==> src/rtl/sw_debounce_pkg.sv <==
// Shared definitions for the switch debouncer: FSM state encoding and default timing.
package sw_debounce_pkg;

  localparam int unsigned DEF_SYNC_STAGES   = 2;
  localparam int unsigned DEF_STABLE_CYCLES = 1_000_000;

  typedef enum logic [1:0] {
    S_LOW       = 2'd0,
    S_RISE_WAIT = 2'd1,
    S_HIGH      = 2'd2,
    S_FALL_WAIT = 2'd3
  } state_t;

endpackage

==> src/rtl/switch_debounce_if.sv <==
// Switch pin and conditioned outputs; sw_toggle exists only with SW_DEBOUNCE_TOGGLE_EN.
interface switch_debounce_if;

  logic sw_raw;
  logic sw_level;
  logic rise_pulse;
  logic fall_pulse;
`ifdef SW_DEBOUNCE_TOGGLE_EN
  logic sw_toggle;

  modport master (output sw_raw, input sw_level, input rise_pulse, input fall_pulse, input sw_toggle);
  modport slave  (input sw_raw, output sw_level, output rise_pulse, output fall_pulse, output sw_toggle);
`else
  modport master (output sw_raw, input sw_level, input rise_pulse, input fall_pulse);
  modport slave  (input sw_raw, output sw_level, output rise_pulse, output fall_pulse);
`endif

endinterface

==> src/rtl/switch_debounce_sync_ff.sv <==
// Multi-flop synchroniser for an asynchronous input pin; reusable for any async pin.
module sync_ff #(
  parameter int unsigned STAGES = 2
) (
  input  logic clk,
  input  logic rst,
  input  logic d,
  output logic q
);

  logic [STAGES-1:0] chain;

  always_ff @(posedge clk or posedge rst) begin
    if (rst) begin
      chain <= '0;
    end else begin
      chain <= {chain[STAGES-2:0], d};
    end
  end

  assign q = chain[STAGES-1];

endmodule

==> src/rtl/switch_debounce.sv <==
// Switch conditioning: synchroniser, bounce filter FSM, level and edge strobes.
// Optional SW_DEBOUNCE_TOGGLE_EN adds sw_toggle, flipping after each rise_pulse.
module switch_debounce
  import sw_debounce_pkg::*;
#(
  parameter int unsigned SYNC_STAGES   = DEF_SYNC_STAGES,
  parameter int unsigned STABLE_CYCLES = DEF_STABLE_CYCLES
) (
  input  logic          clk,
  input  logic          rst,
  switch_debounce_if.slave sw
);

  localparam int unsigned     CNT_W    = $clog2(STABLE_CYCLES);
  localparam logic [CNT_W-1:0] CNT_LAST = CNT_W'(STABLE_CYCLES - 1);

  state_t           state;
  logic [CNT_W-1:0] cnt;
  logic             sw_s;
  logic             level_q;
  logic             rise_q;
  logic             fall_q;

  sync_ff #(
    .STAGES (SYNC_STAGES)
  ) u_sync (
    .clk (clk),
    .rst (rst),
    .d   (sw.sw_raw),
    .q   (sw_s)
  );

  always_ff @(posedge clk or posedge rst) begin
    if (rst) begin
      state   <= S_LOW;
      cnt     <= '0;
      level_q <= 1'b0;
      rise_q  <= 1'b0;
      fall_q  <= 1'b0;
    end else begin
      rise_q <= 1'b0;
      fall_q <= 1'b0;
      case (state)
        S_LOW: begin
          if (sw_s) begin
            state <= S_RISE_WAIT;
            cnt   <= '0;
          end
        end
        S_RISE_WAIT: begin
          if (!sw_s) begin
            state <= S_LOW;
            cnt   <= '0;
          end else if (cnt == CNT_LAST) begin
            state   <= S_HIGH;
            cnt     <= '0;
            level_q <= 1'b1;
            rise_q  <= 1'b1;
          end else begin
            cnt <= cnt + 1'b1;
          end
        end
        S_HIGH: begin
          if (!sw_s) begin
            state <= S_FALL_WAIT;
            cnt   <= '0;
          end
        end
        S_FALL_WAIT: begin
          if (sw_s) begin
            state <= S_HIGH;
            cnt   <= '0;
          end else if (cnt == CNT_LAST) begin
            state   <= S_LOW;
            cnt     <= '0;
            level_q <= 1'b0;
            fall_q  <= 1'b1;
          end else begin
            cnt <= cnt + 1'b1;
          end
        end
        default: begin
          state <= S_LOW;
          cnt   <= '0;
        end
      endcase
    end
  end

  assign sw.sw_level   = level_q;
  assign sw.rise_pulse = rise_q;
  assign sw.fall_pulse = fall_q;

`ifdef SW_DEBOUNCE_TOGGLE_EN
  logic toggle_q;

  always_ff @(posedge clk or posedge rst) begin
    if (rst) begin
      toggle_q <= 1'b0;
    end else if (rise_q) begin
      toggle_q <= ~toggle_q;
    end
  end

  assign sw.sw_toggle = toggle_q;
`endif

endmodule
==> src/flat_wrapper.sv <==
// flat-port wrapper written by rule: the top's interface ports become plain ports
module switch_debounce_flat import sw_debounce_pkg::*;
#(
  parameter int unsigned SYNC_STAGES   = DEF_SYNC_STAGES,
  parameter int unsigned STABLE_CYCLES = DEF_STABLE_CYCLES
)
  (clk, rst, sw_sw_raw, sw_sw_level, sw_rise_pulse, sw_fall_pulse);
  switch_debounce_if sw_i ();
  input  logic clk;
  input  logic rst;
  input wire logic [$bits(sw_i.sw_raw)-1:0] sw_sw_raw;
  output wire logic [$bits(sw_i.sw_level)-1:0] sw_sw_level;
  output wire logic [$bits(sw_i.rise_pulse)-1:0] sw_rise_pulse;
  output wire logic [$bits(sw_i.fall_pulse)-1:0] sw_fall_pulse;
  assign sw_i.sw_raw = sw_sw_raw;
  assign sw_sw_level = sw_i.sw_level;
  assign sw_rise_pulse = sw_i.rise_pulse;
  assign sw_fall_pulse = sw_i.fall_pulse;
  switch_debounce #(.SYNC_STAGES(SYNC_STAGES), .STABLE_CYCLES(STABLE_CYCLES)) u_core (.clk(clk), .rst(rst), .sw(sw_i));
endmodule
==> config.mk <==
export PLATFORM = sky130hd
export DESIGN_NAME = switch_debounce_flat
export DESIGN_NICKNAME = d
export VERILOG_FILES = /design/src/rtl/sw_debounce_pkg.sv /design/src/rtl/switch_debounce_if.sv /design/src/rtl/switch_debounce_sync_ff.sv /design/src/rtl/switch_debounce.sv /design/src/flat_wrapper.sv
export SDC_FILE = /design/constraint.sdc
export NUM_CORES = 1
export LEC_CHECK = 0
export BUFFER_PORTS_ARGS = -buffer_cell sky130_fd_sc_hd__buf_4
export CELL_PAD_IN_SITES_DETAIL_PLACEMENT = 1
export CELL_PAD_IN_SITES_GLOBAL_PLACEMENT = 2
export CORE_ASPECT_RATIO = 0.7
export CORE_UTILIZATION = 38
export CTS_CLUSTER_DIAMETER = 100
export DETAILED_ROUTE_END_ITERATION = 8
export HOLD_SLACK_MARGIN = 0.1
export PLACE_DENSITY_LB_ADDON = 0.12
export SLEW_MARGIN = 5
export SYNTH_ARGS = -nofsm -noshare
export SYNTH_HDL_FRONTEND = slang
export SYNTH_SLANG_ARGS = --single-unit
==> constraint.sdc <==
create_clock -name clk -period 2.7 [get_ports clk]
set_input_delay 0.135 -clock clk [delete_from_list [all_inputs] [get_ports clk]]
set_output_delay 0.135 -clock clk [all_outputs]
set_load 0.05 [all_outputs]
# Yosys cells after proc, flatten, opt, wreduce, memory -nomap -nowiden
# Cells that the tools add are included.
# op_classes
reduce_logical	5
mux	23
eq_ne	12
add_sub_neg	1
# op_table
cell	count
20-bit two-way mux	5
20-bit case mux with 4 select lines	1
20-bit by 1-bit adder with 20-bit output, second input constant	1
20-bit equality test, second input constant	1
2-bit two-way mux	6
1-bit two-way mux	9
2-bit != test, second input constant	4
2-bit case mux with 4 select lines	1
3-bit by 2-bit != test with 1-bit output, second input constant	2
5-bit AND reduction	1
2-bit equality test, second input constant	2
2-bit by 1-bit != test with 1-bit output, second input constant	2
4-bit AND reduction	1
2-bit by 1-bit equality test with 1-bit output, second input constant	1
2-bit logical NOT	1
1-bit case mux with 2 select lines	1
2-bit AND reduction	1
2-bit nonzero test	1
# word_totals
out_inout_bits	3
in_bits	3
ff_bits	27
elab_cells	47

# Longest topological paths before layout
# depth
depth_word	4
depth_mapped	7
ltp_nobuf	5

# Hierarchy
# A second synthesis with hierarchy kept.
# hier_totals
cells_unflattened	155
area_unflattened_um2	1428.9
# modules_own_cells
module	instances	cells_each	seq_area_each_um2	area_each_um2
switch_debounce	1	152	625.6	1375.1
sync_ff	1	3	50.0	53.8

# Least setup slack after synthesis
# Ideal clock, no wire load.
# synth_path
kind	reg-to-reg
start	register u_core.cnt[0]
end	register (tool-made name)
required_ns	2.574
synth_period_minus_slack_ns	1.977
stages_incl_launch_ff	7
t_arrival_ns	1.851
path_slack_ns	0.723
path_cell_list	dfrtp_1 -> ha_1 -> nand3_2 -> or4_4 -> buf_6 -> o211a_1 -> a311o_1
# synth_lines
item	line_no	rtl
start: declaration	switch_debounce.sv:18	logic [CNT_W-1:0] cnt;
start signal: assignment	switch_debounce.sv:60	cnt <= cnt + 1'b1;
start signal: assignment	switch_debounce.sv:79	cnt <= cnt + 1'b1;

# Worst setup path after layout
# layout_path
start	register u_core.cnt[1]
end	register u_core.cnt[1]
# layout_between
elab_chain_cells	4
# layout_lines
item	line_no	rtl
20-bit by 1-bit adder with 20-bit output / 20-bit equality test (equally long branches)	-	
20-bit two-way mux (*)	switch_debounce.sv:54, switch_debounce.sv:73	
20-bit two-way mux, on equally long branches	switch_debounce.sv:70, switch_debounce.sv:51	
20-bit case mux with 4 select lines (*)	switch_debounce.sv:43	case (state)
# Every way passes the cells marked *; elsewhere a longest branch is shown, timed or not.
# A chain may end at the register's enable or synchronous reset.

==> flow_metrics.tcl <==
set metrics [dict create \
    drv_slew 0 \
    cp-start-kind "register" \
    finalSetupViolCount 0 \
    ant_nets 0 \
    grt_max_degree 28 \
    final_area_um2 1690 \
    diodes 0 \
    status "complete, no violations" \
    grt_pass1_vias 1487 \
    ctsHtreeMaxLevel 1 \
    core-area_um2 3920 \
    ctsRootBufferMaster "clkbuf_8" \
    synth-edff-count 0 \
    cts_resized 0 \
    netlist.top_cell.by_area "dfrtp_1" \
    fin_worst_skew_ps 5.96 \
    hold_violations 0 \
    cts_tree "built" \
    die-area_um2 4360 \
    p_int_uw 635 \
    yosys-top-cells-count "27 x dfrtp_1, 22 x nand2_1, 15 x nand3_1" \
    ir_drop_mv 0.299 \
    drc 0 \
    drt-initial-drc-count 87 \
    netlist_top_cells_area "dfrtp_1 43%, nand2_1 5.3%, nand3_1 4.8%" \
    antenna_found_initial 0 \
    crit_required_ps 2850 \
    clockPowerShare_pct 23.4 \
    rsz0062_at_grt "no" \
    endpoint_kind "register" \
    syn_inst 173 \
    period_minus_slack_ps 2090 \
    hp-class "input port to async pin" \
    synth_top_area_share_pct 43.4 \
    syn_area_per_cell_um2 9.00 \
    async_flop_share_pct 100 \
    drv_cap 0 \
    clock_latency_ps 280 \
    fp-row-count 19 \
    fin_crit_sh_pct 77.3 \
    power_switching_uw 440 \
    wl_met3_um 249 \
    wl_per_cell_um 19.2 \
    holdWs_ps 115 \
    ys_warn_count 0 \
    power_uw 1080 \
    fin_tns_setup_ps 0 \
    pre_cts_ws_ps 589 \
    drive_above_1_share_pct 10.8 \
    relSlewSlack_pct 27.7 \
    fillCellCount 477 \
    max_freq_ghz 0.479 \
    yosysSeqAreaShare_pct 43.4 \
    p_per_area_nw_per_um2 636 \
    synth_nets 177 \
    pin_count 6 \
    pwr-share-seq_pct 46.7 \
    via_count 1398 \
    grt_pass1_wl_um 7670 \
    cts_inserted_buffers 3 \
    grtUsageTotal_pct 23.1 \
    swShare_pct 41.0 \
    hold_buffers 1 \
    yosysMostFrequentCell "dfrtp_1" \
    hpwl_um 3070 \
    pwr-share-comb_pct 29.9 \
    cts.sinks 27 \
    synth_cell_types 52 \
    clkTransAtPathRegs_ps 110 \
    leakagePower_uw 0.000652 \
    wirelength_met1_um 2090 \
    synth-main-ff-cell "dfrtp_1" \
    clk_path_buf_depth 2 \
    dpl_cell_area_um2 1630 \
    worstPathArrival_ps 2230 \
    grt.overflow.total 0 \
    totalWireLength_um 4370 \
    cp_max_fo 15 \
    place.gp.congestion 0.835 \
    initial_core_util_pct 39.7 \
    fin_nets 181 \
    netlist_area_um2 1560 \
    fp.dieW_um 78.5 \
    fp.dieH_um 55.5 \
    port_buffers 5 \
    layout_setup_ws_ps 612 \
    wl_met2_um 2020 \
    areaGrowthSynthToFinish_pct 8.60 \
    drtPass1Iterations 4 \
    critical_path_class "register to register" \
    topRoutingLayerUsed "met4" \
    tightest_slew_ps 1080 \
    via_per_inst 6.13 \
    ys_ff_latch 27 \
    cts_setup_buffers 0 \
]
[placed cells by master, fill, tap and decap left out, types with 6 or more instances in the layout]
master | Yosys | routed
buf_4 | 0 | 8
dfrtp_1 | 27 | 27
inv_1 | 8 | 8
nand2_1 | 22 | 22
nand3_1 | 15 | 15
nand4_1 | 6 | 6
nor2_1 | 6 | 6
nor4_1 | 6 | 6
o21ai_0 | 10 | 10
[sequential cells by signal (all words and copies together), names as in the netlist, named ones only]
name / count
u_core.cnt: 20
u_core.state: 1
u_core.sw.fall_pulse: 1
u_core.sw.rise_pulse: 1
u_core.sw.sw_level: 1
u_core.u_sync.chain: 2
[per-stage QoR]
step                      utilization, %  std cells
after CTS                           43.1        228
after global routing                43.1        228
after floorplan                        -        173
after detailed placement            41.6        223
final                               43.1        228
after global placement              41.6        223
[power by group through the flow]
stage / Sequential, uW / Combinational, uW / Clock (uW)
floorplan: 475 / 221 / 0
global placement: 502 / 314 / 0
detailed placement: 511 / 320 / 0
CTS: 502 / 323 / 253
global route: 510 / 361 / 267
finish: 502 / 321 / 252
[path summary, 6_finish.rpt]
check                      slack (ps)                               end                             start  cells past startpoint
min in group clk                  350  u_core.u_sync.chain[1]$_DFF_PP0_  u_core.u_sync.chain[0]$_DFF_PP0_                      0
min reg2reg                       350  u_core.u_sync.chain[1]$_DFF_PP0_  u_core.u_sync.chain[0]$_DFF_PP0_                      0
max in group asynchronous        1930        u_core.cnt[13]$_DFFE_PP0P_                               rst                      2
max reg2reg                       610         u_core.cnt[1]$_DFFE_PP0P_         u_core.cnt[1]$_DFFE_PP0P_                      5
max                               610         u_core.cnt[1]$_DFFE_PP0P_         u_core.cnt[1]$_DFFE_PP0P_                      5
min                               110         u_core.cnt[9]$_DFFE_PP0P_                               rst                      2
[final cells by class]
cell class / count / area (um2) / area share (%)
Multi-Input combinational cell: 128 / 801 / 47.4
Sequential cell: 27 / 676 / 40.0
Timing Repair Buffer: 9 / 70.1 / 4.15
Tap cell: 52 / 65.1 / 3.85
Clock buffer: 3 / 41.3 / 2.44
Inverter: 8 / 30.0 / 1.78
Clock inverter: 1 / 7.51 / 0.444
[layer usage]
metal / GRT usage, % / up-vias
met1: 32.2 / 701
met5: 0 / -
met4: 3.44 / 0
li1: - / 660
met2: 36.2 / 35
met3: 6.61 / 2
[critical path, cell delays in order, from the launching register on]
cell and delay (ps):
dfrtp_1 430, ha_1 250, nand3_2 100, or4_4 620, o21ai_4 380, o21ai_0 170
[cell families after synthesis]
logic type               count (synthesis)  share of synthesized area, %
adder cells (fa/ha/maj)                  1                         0.804
AO/OA/AOI/OAI                           37                          17.5
multiplexers                             1                         0.643
AND/OR/NAND/NOR                         85                          30.2
flip-flops                              27                          43.4
XOR/XNOR                                 4                          2.25
buffers and inverters                   18                          5.14
Power figures use the tool's default switching activity.
